File: config.mk
export PLATFORM = sky130hd
export DESIGN_NAME = fetch_stage
export DESIGN_NICKNAME = d
export VERILOG_FILES = /design/src/rtl/fetch_stage.sv
export SDC_FILE = /design/constraint.sdc
export NUM_CORES = 1
export LEC_CHECK = 0
export ABC_AREA = 1
export BUFFER_PORTS_ARGS = -buffer_cell sky130_fd_sc_hd__clkbuf_2
export CORE_MARGIN = 5
export CORE_UTILIZATION = 55
export CTS_CLUSTER_SIZE = 25
export DETAILED_ROUTE_END_ITERATION = 6
export PLACE_DENSITY = 0.89
export SYNTH_ARGS = -nofsm -noshare
export SYNTH_HDL_FRONTEND = slang
export SYNTH_SLANG_ARGS = --single-unit
File: constraint.sdc
create_clock -name clk -period 2.1 [get_ports clk]
set_input_delay 0.21 -clock clk [delete_from_list [all_inputs] [get_ports clk]]
set_output_delay 0.21 -clock clk [all_outputs]
set_load 0.05 [all_outputs]
File: src/rtl/fetch_stage.sv
`timescale 1ns/1ps
// Instruction-fetch stage with PC, imem ready/req handshake, one-entry skid
// buffer for fetches that land during a stall, branch redirect, and the IF/ID
// pipeline register feeding the hazard detection unit.
module fetch_stage #(
  parameter int unsigned PC_W     = 16,
  parameter int unsigned INSTR_W  = 16,
  parameter logic [PC_W-1:0] RESET_PC = '0
) (
  input  logic               clk,
  input  logic               rst_n,
  input  logic               stall,
  input  logic               branch_taken,
  input  logic [PC_W-1:0]    branch_target,
  output logic               imem_req,
  output logic [PC_W-1:0]    imem_addr,
  input  logic [INSTR_W-1:0] imem_rdata,
  input  logic               imem_ready,
  output logic               id_valid,
  output logic [INSTR_W-1:0] id_instr,
  output logic [PC_W-1:0]    id_pc,
  output logic [3:0]         opCode,
  output logic [3:0]         RAddr1,
  output logic [3:0]         RAddr2
);

  localparam int unsigned FIELD_W = 4;

  typedef enum logic [1:0] {IDLE, REQ, BUF} stateT;

  stateT               stateQ, stateD;
  logic [PC_W-1:0]     pcQ, pcD;
  logic                dropQ, dropD;
  logic [PC_W-1:0]     redirQ, redirD;
  logic [INSTR_W-1:0]  bufInstrQ, bufInstrD;
  logic [PC_W-1:0]     bufPcQ, bufPcD;
  logic                idValidQ, idValidD;
  logic [INSTR_W-1:0]  idInstrQ, idInstrD;
  logic [PC_W-1:0]     idPcQ, idPcD;

  logic                deliver;
  logic [INSTR_W-1:0]  delInstr;
  logic [PC_W-1:0]     delPc;

  // State and pipeline registers; reset aborts any fetch in flight
  always_ff @(posedge clk or negedge rst_n) begin
    if (!rst_n) begin
      stateQ    <= IDLE;
      pcQ       <= RESET_PC;
      dropQ     <= 1'b0;
      redirQ    <= '0;
      bufInstrQ <= '0;
      bufPcQ    <= '0;
      idValidQ  <= 1'b0;
      idInstrQ  <= '0;
      idPcQ     <= '0;
    end else begin
      stateQ    <= stateD;
      pcQ       <= pcD;
      dropQ     <= dropD;
      redirQ    <= redirD;
      bufInstrQ <= bufInstrD;
      bufPcQ    <= bufPcD;
      idValidQ  <= idValidD;
      idInstrQ  <= idInstrD;
      idPcQ     <= idPcD;
    end
  end

  // Next-state: fetch FSM, redirect handling, then IF/ID update priority
  always_comb begin
    stateD    = stateQ;
    pcD       = pcQ;
    dropD     = dropQ;
    redirD    = redirQ;
    bufInstrD = bufInstrQ;
    bufPcD    = bufPcQ;
    idValidD  = idValidQ;
    idInstrD  = idInstrQ;
    idPcD     = idPcQ;
    deliver   = 1'b0;
    delInstr  = imem_rdata;
    delPc     = pcQ;

    case (stateQ)
      IDLE: begin
        stateD = REQ;
        if (branch_taken) pcD = branch_target;
      end
      REQ: begin
        if (!imem_ready) begin
          // Address must stay put until the memory answers; remember the redirect
          if (branch_taken) begin
            dropD  = 1'b1;
            redirD = branch_target;
          end
        end else if (branch_taken) begin
          pcD   = branch_target;
          dropD = 1'b0;
        end else if (dropQ) begin
          pcD   = redirQ;
          dropD = 1'b0;
        end else if (stall) begin
          bufInstrD = imem_rdata;
          bufPcD    = pcQ;
          pcD       = pcQ + PC_W'(1);
          stateD    = BUF;
        end else begin
          deliver  = 1'b1;
          delInstr = imem_rdata;
          delPc    = pcQ;
          pcD      = pcQ + PC_W'(1);
        end
      end
      BUF: begin
        if (branch_taken) begin
          pcD    = branch_target;
          stateD = REQ;
        end else if (!stall) begin
          deliver  = 1'b1;
          delInstr = bufInstrQ;
          delPc    = bufPcQ;
          stateD   = REQ;
        end
      end
      default: stateD = IDLE;
    endcase

    // Flush beats stall; stall holds; otherwise load or insert a bubble
    if (branch_taken) begin
      idValidD = 1'b0;
    end else if (stall) begin
      idValidD = idValidQ;
    end else if (deliver) begin
      idValidD = 1'b1;
      idInstrD = delInstr;
      idPcD    = delPc;
    end else begin
      idValidD = 1'b0;
    end
  end

  assign imem_req  = (stateQ == REQ);
  assign imem_addr = pcQ;
  assign id_valid  = idValidQ;
  assign id_instr  = idInstrQ;
  assign id_pc     = idPcQ;

  // Bubbles decode to a harmless pattern so the hazard unit never stalls on them
  assign opCode = idValidQ ? idInstrQ[15:12] : 4'hF;
  assign RAddr1 = idValidQ ? idInstrQ[7:4]   : FIELD_W'(0);
  assign RAddr2 = idValidQ ? idInstrQ[3:0]   : FIELD_W'(0);

endmodule

; Word level (Yosys, flattened, before mapping)
; Cells that the tools add are included.
[totals]
reg_bits = 100
in_bits = 37
output_inout_bits = 62
word_cells = 61
[classes]
addsub = 1
eq_ne = 9
mux = 28
bitwise = 4
n_reduce_logical = 10
[ops]
columns = op, n
row1 = $mux W16, 6
row2 = $pmux W16 S2, 1
row3 = $add A16 B1 Y16 const B, 1
row4 = $mux W2, 6
row5 = $mux W4, 3
row6 = $mux W1, 10
row7 = $reduce_and A5 Y1, 2
row8 = $reduce_and A3 Y1, 3
row9 = $ne A2 B1 Y1 const B, 3
row10 = $ne A2 B2 Y1 const B, 3
row11 = $pmux W2 S3, 1
row12 = $not A1 Y1, 4
row13 = $reduce_bool A2 Y1, 2
row14 = $ne A3 B3 Y1 const B, 1
row15 = $eq A2 B1 Y1 const B, 1
row16 = $eq A2 B2 Y1 const B, 1
row17 = $logic_not A2 Y1, 1
row18 = $pmux W1 S2, 1
row19 = $reduce_and A2 Y1, 1
row20 = $reduce_or A2 Y1, 1

; Depth between registers and ports, before layout
; Gate-level depths: netlist of the first run.
[logic_depth]
word_depth = 8
ltp_mapped = 10

; Worst setup path after synthesis of the first run
; Ideal clock, no wire load.
[synth_timing]
path_type = flip-flop to flip-flop
startpoint = register stateQ[1]
endpoint = register redirQ[10]
setup_ns = 0.125
arrival_ns = 1.765
required_time_ns = 1.975
path_slack_ns = 0.210
path_stages_with_launch = 8
path_cell_list = dfrtp_1 inv_1 ha_1 inv_2 nor2_4 nand2_1 buf_2 mux2_2
[synth_via]
elab_chain_cells = 2
[synth_lines]
columns = element, line_no
row1 = from (decl), 31  ; stateT stateQ, stateD;
row2 = from (signal assigned), 58  ; stateQ <= stateD;
row3 = $eq A2 B1 Y1, --
row4 = named net imem_req, 15  ; output logic imem_req,
row5 = $reduce_and A3 Y1 (no line), --
row6 = to (signal assigned), 61  ; redirQ <= redirD;
row7 = to (decl), 34  ; logic [PC_W-1:0] redirQ, redirD;
; The timed path passes the listed nets, and every way through them passes these cells.
; A chain may end at the register's enable or synchronous reset.

; Final worst setup path of the first run
[layout_timing]
startpoint = register stateQ[1]
endpoint = register redirQ[5]
[layout_via]
elab_chain_cells = 2
[layout_lines]
columns = element, line_no
row1 = $eq A2 B1 Y1, 85  ; case (stateQ)
row2 = $reduce_and A3 Y1 (no line), --
; Every way passes these cells.

==> results of run 1 <==
## where the power goes
part / switching [uW] / leakage, uW / internal [uW] / total, uW
Combinational: 3640 / 0.00177 / 1340 / 4980
Clock: 655 / 0.000107 / 703 / 1360
Sequential: 686 / 0.00124 / 2840 / 3530
## final cells by class
cell class              count  area, um^2  share of cell area, %
clock buffers              12         145                   2.50
multi-input cells         435        2100                   36.2
clock inverters             4        72.6                   1.25
well taps                 111         139                   2.39
inverters                  68         255                   4.40
flip-flops and latches    100        2500                   43.1
repair buffers            109         591                   10.2
## cell usage after synthesis
master / n
nand3_1: 15
a21oi_1: 22
mux2_2: 11
buf_6: 10
nand4_1: 4
nor3_1: 1
a21boi_1: 8
o21ai_1: 16
inv_1: 63
nor2_1: 32
clkinv_1: 1
clkbuf_1: 8
nand2_1: 226
inv_2: 4
o21ai_0: 65
buf_2: 9
o21ai_2: 18
nor2_2: 2
xor2_1: 4
dfrtp_1: 100
buf_4: 3
o211ai_1: 3
ha_1: 4
nand2_2: 1
nor2_4: 2
nor3_4: 1
## worst max-delay path, stage by stage, from the launching register on
cell     delay (ns)
dfrtp_1        0.41
inv_1          0.09
ha_1           0.22
inv_2          0.15
nor2_4         0.06
nand2_1        0.48
mux2_2         0.40
## logic make-up (layout without fill, tap and decap cells)
logic type	after synthesis	count (layout)	synth area share [%]
mux	11	11	2.45
flops	100	100	49.4
xor+xnor	4	4	0.692
fa+ha+maj	4	4	0.988
compound gates	132	132	14.9
buf+inv	98	193	9.19
simple gates	284	284	22.3
## stage by stage
stage	total power (uW)	utilization, %	cells	worst slack (ns)	instance area [um^2]
6_report	9860	63.7	839	0.184	5800
3_5_place_dp	8500	61.2	822	0.279	5580
4_1_cts	9880	63.7	839	0.260	5800
5_1_grt	10500	63.7	839	0.0639	5800
2_1_floorplan	7310	-	633	0.210	5060
3_3_place_gp	8310	61.2	822	0.370	5580
## registers in the layout, indices dropped and copies added (netlist names)
signal,count
id_valid,1
imem_addr,16
bufInstrQ,16
dropQ,1
redirQ,16
id_pc,16
stateQ,2
id_instr,16
bufPcQ,16
## worst min-delay path by stage
stage                            from                        end  slack [ns]  cells past startpoint
floorplan                       rst_n   bufInstrQ[0]$_DFFE_PN0P_       -0.09                      0
global placement                rst_n   id_instr[15]$_DFFE_PN0P_        0.18                      1
detailed placement              rst_n  bufInstrQ[12]$_DFFE_PN0P_        0.18                      1
CTS                    imem_rdata[13]  bufInstrQ[13]$_DFFE_PN0P_        0.07                      3
global route        branch_target[14]     redirQ[14]$_DFFE_PN0P_        0.07                      2
finish                 imem_rdata[13]  bufInstrQ[13]$_DFFE_PN0P_        0.06                      3
## layer usage
metal	GRT usage, %	wire length, um
met1	28.7	5030
met2	34.8	5450
met3	4.43	890
met4	8.70	261
met5	0	0
## what timing repair did
action,4_1_cts,5_1_grt
endpoints found under the setup margin,0,0
endpoints found under the hold margin,30,0
hold buffers,1,0
==> impl_metrics.json, run 1 <==
{
  "drv_cap": 0,
  "numPortBuffers": 98,
  "n_fill_cell": 780,
  "end_kind": "flip-flop",
  "ys_seq_area_share_pct": 49.4,
  "antennaDiodeCount": 0,
  "slew_viol_final": 0,
  "startpoint": "stateQ[1]$_DFFE_PN0P_",
  "grt_max_degree": 65,
  "clk_latency_ns": 0.38,
  "final_cell_mix": "nand2_1, dfrtp_1, clkbuf_2",
  "synth_top_cell_area_share_pct": 49.4,
  "crit_end": "redirQ[5]$_DFFE_PN0P_",
  "cts_setup_buffers": 0,
  "synthesis.area_um2": 5060,
  "worst-setup-path-type": "reg2reg",
  "layout_commonest_cell": "nand2_1",
  "relSlewSlack_pct": 56.6,
  "hold_class": "in2reg",
  "drt_wl_total_mm": 11.6,
  "synth_seq_cells": 100,
  "hpwl_mm": 8.33,
  "dr.pass1.iters": 5,
  "die_x_um": 106,
  "drc": 0,
  "floorplan.initialDensity_pct": 55.6,
  "drive_gt1_share_pct": 22.3,
  "die_area_um2": 11200,
  "fin_nets": 764,
  "synth_area_leaders": "dfrtp_1, nand2_1, o21ai_0",
  "htreeDepth": 3,
  "syn_to_final_growth_pct": 14.6,
  "fin_crit_ns": 1.92,
  "ir_worst_vdd_uv": 1030,
  "place_congestion": 0.932,
  "rr_startpoint": "stateQ[1]$_DFFE_PN0P_",
  "r2r_end": "redirQ[5]$_DFFE_PN0P_",
  "whs_ns": 0.0604,
  "cts_resized": 0,
  "r2r_slack_ns": 0.18,
  "cts.sinks": 100,
  "synth_area_per_cell_um2": 8.00,
  "outcome": "finished clean",
  "crit_arrival_ns": 2.17,
  "setup_viol": 0,
  "crit_required_ns": 2.36,
  "worst_pin_slew_ns": 0.649,
  "start_kind": "flip-flop",
  "synth_nets": 674,
  "reg2regPathDepth": 6,
  "clk_path_buf_depth": 2,
  "tns_ns": 0,
  "pin_count": 99,
  "cp_max_fo": 13,
  "numCtsBuffers": 9,
  "vias": 4442,
  "max_freq_ghz": 0.522,
  "synth_cell_types": 26,
  "total_leakage_power_uw": 0.00312,
  "hold_viol_final": 0,
  "fp.dieH_um": 106,
  "track_usage_pct": 21.6,
  "drt_iter0_drc": 266,
  "antenna_found_initial": 0,
  "tritoncts": "built",
  "drt-wirelength-per-cell_um": 13.9,
  "grt_pass1_vias": 4232,
  "ctsRootBufferMaster": "clkbuf_8",
  "fp-row-count": 35,
  "path_clk_slew_ns": 0.10,
  "grt_overflow": 0,
  "finalClockSkew_ns": 0.0142,
  "core_area_um2": 9110,
  "grt_pass1_wl_mm": 19.7,
  "min_period_over_period_pct": 91.2,
  "synth_largest_area_cell": "dfrtp_1",
  "ant_nets": 0,
  "yosysWarnings": 0,
  "vias_per_cell": 5.29,
  "netlist_instances": 633,
  "pwr_density_cell_nw_per_um2": 1700,
  "grt_setup_unrepaired": "false"
}
No activity file was read; power rests on OpenSTA's default activity.
==> run 2: changes to the inputs <==
--- a/config.mk
+++ b/config.mk
@@ -7,11 +7,13 @@
 export LEC_CHECK = 0
 export ABC_AREA = 1
 export BUFFER_PORTS_ARGS = -buffer_cell sky130_fd_sc_hd__clkbuf_2
+export CELL_PAD_IN_SITES_DETAIL_PLACEMENT = 0
+export CELL_PAD_IN_SITES_GLOBAL_PLACEMENT = 1
 export CORE_MARGIN = 5
-export CORE_UTILIZATION = 55
+export CORE_UTILIZATION = 41
 export CTS_CLUSTER_SIZE = 25
 export DETAILED_ROUTE_END_ITERATION = 6
-export PLACE_DENSITY = 0.89
+export PLACE_DENSITY = 0.9
 export SYNTH_ARGS = -nofsm -noshare
 export SYNTH_HDL_FRONTEND = slang
 export SYNTH_SLANG_ARGS = --single-unit
==> run 2 against run 1 <==
- total power grew 3.2%
- worst hold slack gained 0.055 ns
- final area grew 2.6%
- via count shrank 2.9%
- sequential power is essentially flat
- die area grew 31%
- largest cell class unchanged
- core utilization shrank 14 points
- critical path type unchanged
- maximum frequency grew 0.89%
- critical path depth is the same
==> impl_metrics.json, run 2 (synthesized netlist as in run 1, its figures left out) <==
{
  "outcome": "finished clean",
  "postCtsHoldBufs": 1,
  "start_kind": "flip-flop",
  "cts_setup_buffers": 0,
  "floorplan.initialDensity_pct": 42.0,
  "dr.pass1.iters": 5,
  "tritoncts": "built",
  "crit_required_ns": 2.32,
  "syn_to_final_growth_pct": 17.6,
  "vias_per_cell": 4.82,
  "max_freq_ghz": 0.527,
  "pin_count": 99,
  "core_area_um2": 12100,
  "numCtsBuffers": 9,
  "place_congestion": 0.860,
  "ir_worst_vdd_uv": 1050,
  "setup_viol": 0,
  "fin_nets": 763,
  "antennaDiodeCount": 0,
  "finalClockSkew_ns": 0.00358,
  "final_cell_mix": "nand2_1, dfrtp_1, clkbuf_2",
  "path_clk_slew_ns": 0.06,
  "die_x_um": 121,
  "antenna_found_initial": 0,
  "fin_crit_ns": 1.90,
  "drt_wl_total_mm": 12.0,
  "track_usage_pct": 17.1,
  "die_area_um2": 14700,
  "numPortBuffers": 98,
  "fp-row-count": 40,
  "worst_pin_slew_ns": 0.683,
  "cp_max_fo": 13,
  "ant_nets": 0,
  "grt_pass1_wl_mm": 20.2,
  "tns_ns": 0,
  "cts_resized": 0,
  "setup_ws_ns": 0.201,
  "hold_viol_final": 0,
  "relSlewSlack_pct": 54.5,
  "layout_commonest_cell": "nand2_1",
  "drt_iter0_drc": 294,
  "htreeDepth": 3,
  "hold_class": "in2reg",
  "power_uw": 10200,
  "dp_slack_ns": 0.219,
  "drc": 0,
  "slew_viol_final": 0,
  "drive_gt1_share_pct": 22.0,
  "clk_path_buf_depth": 2,
  "hpwl_mm": 8.31,
  "drt-wirelength-per-cell_um": 13.4,
  "drv_cap": 0,
  "clk_latency_ns": 0.34,
  "vias": 4312,
  "pwr_density_cell_nw_per_um2": 1710,
  "grt_max_degree": 65,
  "worstPathCellList": "inv_1 > ha_1 > inv_2 > nor2_4 > nand2_1 > mux2_2",
  "cts.sinks": 100,
  "total_leakage_power_uw": 0.00316,
  "fp.dieH_um": 121,
  "crit_path_top_delay_cell": "nand2_1",
  "min_period_over_period_pct": 90.4,
  "end_kind": "flip-flop",
  "ctsRootBufferMaster": "clkbuf_16",
  "grt_overflow": 0,
  "grt_setup_unrepaired": "false",
  "crit_arrival_ns": 2.12,
  "worst-setup-path-type": "reg2reg",
  "grt_pass1_vias": 4256,
  "max_stage_delay_ns": 0.48
}
## run 2: cell types whose count changed in the layout (fill, tap and decap cells not counted), sizes merged
cell / before / now
clkbuf: 109 / 111
clkinv: 2 / 1
buf: 11 / 10
clkinvlp: 1 / 0
bufinv: 2 / 1
## run 2: power by group
part	leakage [uW]	internal (uW)	switching [uW]
Combinational	0.00177	1350	3600
Sequential	0.00124	2850	690
Clock	0.000149	1020	675
Total	0.00316	5210	4970
## run 2: worst max-delay path: cells and delay by family, from the launching register on
kind	cells	cell delay, ns
fa+ha+maj	1	0.21
buf+inv	2	0.22
simple gates	2	0.54
mux	1	0.41
flops	1	0.40
## run 2: cell type report
class,instances,area (um^2)
clock inverter,1,30.0
multi-input combinational,435,2100
clock buffer,14,274
timing repair buffer,108,583
inverter,68,255
fill,1182,6110
tap,168,210
sequential,100,2500
## run 2: path summary, 6_finish.rpt
kind                                  startpoint                        end  slack (ns)  cells after the start
max                        stateQ[1]$_DFFE_PN0P_      redirQ[4]$_DFFE_PN0P_        0.20                      6
min in group asynchronous                  rst_n   id_instr[12]$_DFFE_PN0P_        0.39                      2
max in group asynchronous                  rst_n   imem_addr[6]$_DFFE_PN0P_        0.97                      3
min reg2reg                id_pc[15]$_DFFE_PN0P_      id_pc[15]$_DFFE_PN0P_        0.48                      2
min                               imem_rdata[10]  bufInstrQ[10]$_DFFE_PN0P_        0.12                      3
max reg2reg                stateQ[1]$_DFFE_PN0P_      redirQ[4]$_DFFE_PN0P_        0.20                      6
## run 2: stage by stage
step | cell area [um^2] | std cells | util, % | hold WS [ns]
after floorplan | 5060 | 633 | - | -0.0856
after global placement | 5640 | 878 | 46.8 | 0.221
after detailed placement | 5640 | 878 | 46.8 | 0.223
after CTS | 5950 | 894 | 49.4 | 0.106
after global routing | 5950 | 894 | 49.4 | 0.114
final | 5950 | 894 | 49.4 | 0.115
## run 2: metal layers
metal / global-route usage (%) / part of all wire, %
met2: 28.4 / 47
met3: 4.01 / 7.2
met1: 22.1 / 44
met4: 5.46 / 1.7
met5: 0 / 0
